[src/rtl/load_store_unit_pkg.sv]
// Shared types and constants for the load/store unit.
// Contents: address/data/enable typedefs, access size encoding, FSM state type,
// word-alignment mask and a misalignment helper.
package load_store_unit_pkg;

  localparam int unsigned ADDR_SHIFT = 2;  // byte address -> word index

  typedef logic [31:0] data_t;
  typedef logic [31:0] addr_t;
  typedef logic        enable_t;

  // 2'b11 is not listed; consumers treat it as a word access.
  typedef enum logic [1:0] {
    SIZE_B = 2'b00,
    SIZE_H = 2'b01,
    SIZE_W = 2'b10
  } size_t;

  typedef enum logic [1:0] {
    IDLE   = 2'b00,
    ACCESS = 2'b01,
    MERGE  = 2'b10,
    RESP   = 2'b11
  } lsu_state_t;

  localparam addr_t WORD_ALIGN_MASK = ~((32'd1 << ADDR_SHIFT) - 32'd1);

  // Halves need addr[0]=0, words need addr[1:0]=0; bytes are always aligned.
  function automatic logic is_misaligned(logic [1:0] size, logic [1:0] offset);
    logic mis;
    case (size)
      SIZE_B:  mis = 1'b0;
      SIZE_H:  mis = offset[0];
      default: mis = (offset != 2'b00);
    endcase
    return mis;
  endfunction

endpackage

[src/rtl/lsu_byte_lane.sv]
// Combinational byte-lane steering for word-wide memories.
// Ports:
//   size        access size (00 byte, 01 half, else word)
//   is_unsigned zero-extend loads when set, sign-extend otherwise
//   lane        byte offset addr[1:0]; halves use lane[1]
//   word        full memory word
//   wdata       right-justified store data
//   load_data   extracted and extended load value
//   merge_data  word with the addressed lane replaced by wdata
module lsu_byte_lane
  import load_store_unit_pkg::*;
(
  input  logic [1:0] size,
  input  logic       is_unsigned,
  input  logic [1:0] lane,
  input  data_t      word,
  input  data_t      wdata,
  output data_t      load_data,
  output data_t      merge_data
);

  logic [7:0]  byte_v;
  logic [15:0] half_v;

  always_comb begin
    byte_v     = '0;
    half_v     = '0;
    load_data  = word;
    merge_data = word;
    case (size)
      SIZE_B: begin
        byte_v                           = word[{lane, 3'b000} +: 8];
        load_data                        = {{24{~is_unsigned & byte_v[7]}}, byte_v};
        merge_data[{lane, 3'b000} +: 8]  = wdata[7:0];
      end
      SIZE_H: begin
        half_v                             = word[{lane[1], 4'b0000} +: 16];
        load_data                          = {{16{~is_unsigned & half_v[15]}}, half_v};
        merge_data[{lane[1], 4'b0000} +: 16] = wdata[15:0];
      end
      default: begin
        load_data  = word;
        merge_data = wdata;
      end
    endcase
  end

endmodule

[src/rtl/load_store_unit.sv]
// Load/store unit: turns core byte/half/word loads and stores into word-wide accesses on a
// memory port that reads combinationally, writes on clk and has no byte enables. Sub-word
// stores are performed as read-modify-write (ACCESS reads, MERGE writes).
// Ports:
//   clk, rst          clock, asynchronous active-high reset
//   req_*             request handshake (accepted when req_valid_i && req_ready_o)
//   rsp_*             one-cycle completion pulse, load data, misalignment error
//   dmem_*            word-aligned memory port (ren/wen decoded from state)
// Configuration: define MISALIGN_TRAP_EN to answer misaligned halves/words with rsp_err_o
// straight from IDLE without touching memory; otherwise the low address bits just select lanes.
module load_store_unit
  import load_store_unit_pkg::*;
(
  input  logic        clk,
  input  logic        rst,
  input  logic        req_valid_i,
  output logic        req_ready_o,
  input  logic        req_we_i,
  input  logic [1:0]  req_size_i,
  input  logic        req_unsigned_i,
  input  addr_t       req_addr_i,
  input  data_t       req_wdata_i,
  output logic        rsp_valid_o,
  output data_t       rsp_rdata_o,
  output logic        rsp_err_o,
  output addr_t       dmem_addr_o,
  output logic        dmem_ren_o,
  input  data_t       dmem_rdata_i,
  output logic        dmem_wen_o,
  output data_t       dmem_wdata_o
);

  lsu_state_t  state_q, state_d;
  addr_t       addr_q, addr_d;
  logic [1:0]  size_q, size_d;
  logic        uns_q, uns_d;
  logic        we_q, we_d;
  data_t       wdata_q, wdata_d;
  data_t       word_q, word_d;
  data_t       rdata_q, rdata_d;
  enable_t     ren, wen;
  logic        misalign;
  logic        sub_word;
  data_t       lane_word;
  data_t       load_data;
  data_t       merge_data;

`ifdef MISALIGN_TRAP_EN
  assign misalign = is_misaligned(req_size_i, req_addr_i[1:0]);
`else
  assign misalign = 1'b0;
`endif

  assign sub_word  = (size_q == SIZE_B) || (size_q == SIZE_H);
  // MERGE patches the word captured in ACCESS; otherwise steer live read data.
  assign lane_word = (state_q == MERGE) ? word_q : dmem_rdata_i;

  lsu_byte_lane u_byte_lane (
    .size        (size_q),
    .is_unsigned (uns_q),
    .lane        (addr_q[1:0]),
    .word        (lane_word),
    .wdata       (wdata_q),
    .load_data   (load_data),
    .merge_data  (merge_data)
  );

  always_comb begin
    state_d      = state_q;
    addr_d       = addr_q;
    size_d       = size_q;
    uns_d        = uns_q;
    we_d         = we_q;
    wdata_d      = wdata_q;
    word_d       = word_q;
    rdata_d      = rdata_q;
    ren          = 1'b0;
    wen          = 1'b0;
    dmem_addr_o  = '0;
    dmem_wdata_o = '0;
    case (state_q)
      IDLE: begin
        if (req_valid_i) begin
          addr_d  = req_addr_i;
          size_d  = req_size_i;
          uns_d   = req_unsigned_i;
          we_d    = req_we_i;
          wdata_d = req_wdata_i;
          if (misalign) begin
            rdata_d = '0;
            state_d = RESP;
          end else begin
            state_d = ACCESS;
          end
        end
      end
      ACCESS: begin
        dmem_addr_o = addr_q & WORD_ALIGN_MASK;
        if (!we_q) begin
          ren     = 1'b1;
          rdata_d = load_data;
          state_d = RESP;
        end else if (sub_word) begin
          ren     = 1'b1;
          word_d  = dmem_rdata_i;
          state_d = MERGE;
        end else begin
          wen          = 1'b1;
          dmem_wdata_o = wdata_q;
          rdata_d      = '0;
          state_d      = RESP;
        end
      end
      MERGE: begin
        dmem_addr_o  = addr_q & WORD_ALIGN_MASK;
        wen          = 1'b1;
        dmem_wdata_o = merge_data;
        rdata_d      = '0;
        state_d      = RESP;
      end
      RESP: begin
        state_d = IDLE;
      end
      default: begin
        state_d = IDLE;
      end
    endcase
  end

  always_ff @(posedge clk or posedge rst) begin
    if (rst) begin
      state_q <= IDLE;
      addr_q  <= '0;
      size_q  <= '0;
      uns_q   <= 1'b0;
      we_q    <= 1'b0;
      wdata_q <= '0;
      word_q  <= '0;
      rdata_q <= '0;
    end else begin
      state_q <= state_d;
      addr_q  <= addr_d;
      size_q  <= size_d;
      uns_q   <= uns_d;
      we_q    <= we_d;
      wdata_q <= wdata_d;
      word_q  <= word_d;
      rdata_q <= rdata_d;
    end
  end

`ifdef MISALIGN_TRAP_EN
  logic err_q;

  always_ff @(posedge clk or posedge rst) begin
    if (rst) begin
      err_q <= 1'b0;
    end else if (state_q == IDLE && req_valid_i) begin
      err_q <= misalign;
    end
  end

  assign rsp_err_o = err_q && (state_q == RESP);
`else
  assign rsp_err_o = 1'b0;
`endif

  assign req_ready_o = (state_q == IDLE);
  assign rsp_valid_o = (state_q == RESP);
  assign rsp_rdata_o = rdata_q;
  assign dmem_ren_o  = ren;
  assign dmem_wen_o  = wen;

endmodule

[config.mk]
export PLATFORM = sky130hd
export DESIGN_NAME = load_store_unit
export DESIGN_NICKNAME = d
export VERILOG_FILES = /design/src/rtl/load_store_unit_pkg.sv /design/src/rtl/lsu_byte_lane.sv /design/src/rtl/load_store_unit.sv
export SDC_FILE = /design/constraint.sdc
export NUM_CORES = 1
export LEC_CHECK = 0
export BUFFER_PORTS_ARGS = -buffer_cell sky130_fd_sc_hd__buf_2
export CORE_ASPECT_RATIO = 2
export CORE_UTILIZATION = 57
export CTS_CLUSTER_DIAMETER = 100
export DETAILED_ROUTE_END_ITERATION = 7
export GPL_TIMING_DRIVEN = 0
export PLACE_DENSITY = 0.86
export SYNTH_ARGS = -nofsm -noshare
export SYNTH_HDL_FRONTEND = slang
export SYNTH_SLANG_ARGS = --single-unit
export TNS_END_PERCENT = 1
[constraint.sdc]
create_clock -name clk -period 6.8 [get_ports clk]
set_input_delay 0.68 -clock clk [delete_from_list [all_inputs] [get_ports clk]]
set_output_delay 0.68 -clock clk [all_outputs]
set_load 0.01 [all_outputs]
==> results.txt <==
clk buf depth = 2
Worst EP required = 6.12 ns
Fillers = 916
sequential-to-total area share from yosys stat = 44.7%
Die Ht = 164 um
Via-to-Cell Ratio = 6.28
FFs w/ async S/R, synth = 100%
share of layout cells above drive strength 1 = 42.8%
post-CTS sizing = 0
Root Buffer = clkbuf_16
clock latency on the worst-skew pair = 0.43 ns
Post-DP HPWL = 17.8 mm
first-pass GRT wire length = 36.0 mm
first-pass iteration count of the detailed router = 7
reg2reg path depth = 8
Core Util, Final = 72.1%
Final WS setup = 2.29 ns
row cnt = 59
Syn-to-layout area delta = 24.1%
Synth cell types = 53
Slew @ Worst Pin = 1.09 ns
setup violators final = 0
RSZ-0062 raised after global routing = false
Max-Cap Viols = 0
global placer's final weighted congestion = 0.993
FMAX = 222 MHz
Diodes inserted = 0
routed wire length = 23.3 mm
Storage cell area = 0.00335 sq mm
DRC = 0
commonest non-fill, non-tap cell in the layout = buf_2
Ys Warns = 0
die area = 0.0137 sq mm
DR WL/cell = 21.9 um
total grt overflow = 0
ys flop type = dfrtp_1
Final #Nets = 1012
H-tree depth = 4
Placed Cells = 1033
min Tclk post-route = 4.51 ns
Cell Pwr Density = 534 mW/mm^2
VDD IR max = 404 uV
Rel. slew slack = 27.2%
cts hold-fix bufs = 0
Pwr Total = 4.98 mW
EDFF count, synth = 0
fin cells = 1065
vias in the first global route = 6965
io pins = 204
initial antenna violation count = 0
Post-Place Worst Slack = 2.93 ns
flops & latches, synth = 134
most frequent cells in the layout = 216 x buf_2, 134 x dfrtp_1, 125 x mux2_2
period utilization = 66.3%
cell count after synthesis = 678
via count = 6689
Inserted Clock Buffers = 17
Sum Neg Setup Slack = 0 ns
Critical Path Fanout Max = 12
endpoints failing hold = 0
status = finished clean
antenna violation net count after detailed routing = 0
setup bufs post-CTS = 0
critical path class = register to output port
worst clock skew = 0.00853 ns
GRT Overall Usage = 34.9%
Synth Cell Area = 0.00750 sq mm
initial core utilization = 58.1%
initial drt markers = 605
core area = 0.0129 sq mm
HP Class = primary input to async pin
pin count of the biggest net entering global routing = 77
DIE WIDTH = 83.1 um
clock-pin slew on the worst setup and hold paths = 0.06 ns
LEAKAGE = 4.40 nW
type of origin of the critical path = register
Crit. End Element = output port
clock sink total = 134
final hold slack = 0.291 ns
Finished Cell Area = 0.00931 sq mm
CTS tree = done
multi-input logic area = 0.00384 sq mm
syn avg cell area = 11.1 sq um
placed inst area = 0.00874 sq mm
Final Max Slew Viols = 0
CP Data Arrival Time = 3.83 ns
PortBufs = 200
logic make-up (layout without fill, tap and decap cells):
kind of cell	Yosys count	in the layout	share of synthesized area, %
fa+ha+maj	9	9	1.50
other cells	1	3	0.0500
simple gates	147	147	9.37
buf+inv	70	303	4.22
compound gates	163	163	16.2
flops	134	134	44.7
mux	154	154	24.0
final cells by class:
type | instances | share of cell area, %
Multi-Input combinational cell | 476 | 41.3
Sequential cell | 134 | 36.0
Timing Repair Buffer | 201 | 11.0
Clock buffer | 19 | 4.86
Buffer | 58 | 2.92
Tap cell | 152 | 2.04
Clock inverter | 13 | 1.33
Inverter | 12 | 0.537
routing by layer:
| metal | vias up | wire length (um) | GRT usage [%] |
|---|---|---|---|
| met4 | 0 | 1800 | 27.7 |
| li1 | 2977 | - | - |
| met5 | - | 0 | 0 |
| met1 | 3182 | 7730 | 35.1 |
| met2 | 408 | 12200 | 61.9 |
| met3 | 122 | 1620 | 7.59 |
critical path: stages, from the launching register on:
cell      delay, ns
dfrtp_1        0.42
buf_6          0.15
inv_1          0.09
clkbuf_1       0.49
ha_1           0.25
clkbuf_1       0.38
nand2_1        0.11
nor3_1         0.79
a211oi_1       0.18
o21ai_1        0.33
buf_2          0.20
flip-flops by register name, summed over array words and instances (netlist names):
name	flops
rsp_rdata_o	32
addr_q	32
wdata_q	32
size_q	2
word_q	32
we_q	1
uns_q	1
state_q	2
path summary, 6_finish.rpt:
| path | start | to | slack, ns |
|---|---|---|---|
| min in group clk | req_addr_i[10] | addr_q[10] | 0.47 |
| setup / recovery | addr_q[1] | dmem_wdata_o[8] | 2.29 |
| max in group asynchronous | rst | rsp_rdata_o[29] | 5.75 |
| hold / removal | rst | addr_q[4] | 0.29 |
| setup reg to reg | state_q[0] | rsp_rdata_o[18] | 4.15 |
| hold reg to reg | rsp_rdata_o[2] | rsp_rdata_o[2] | 0.48 |
Yosys cell counts (7+ instances only):
cell         n  area (sq um)
a211oi_1     9          67.6
a21oi_1     11          55.1
a221o_1     18           180
a222oi_1     7          70.1
a22oi_1     21           158
and2_1      31           194
buf_2       16          80.1
clkbuf_1    31           116
dfrtp_1    134          3350
ha_1         9           113
inv_1       12          45.0
mux2_2     125          1410
mux2i_1     21           210
mux4_2       8           180
nand2_1     63           236
nor2_1      28           105
o21ai_0     20           100
o21ai_1     19          95.1
o221ai_1    18           158
o2bb2ai_1    8          70.1
o31ai_1      9          67.6
report_power, final:
group	switching, mW	internal [mW]
registers	0.316	1.19
logic	1.43	1.14
clock network	0.375	0.525
Power figures use the tool's default switching activity.
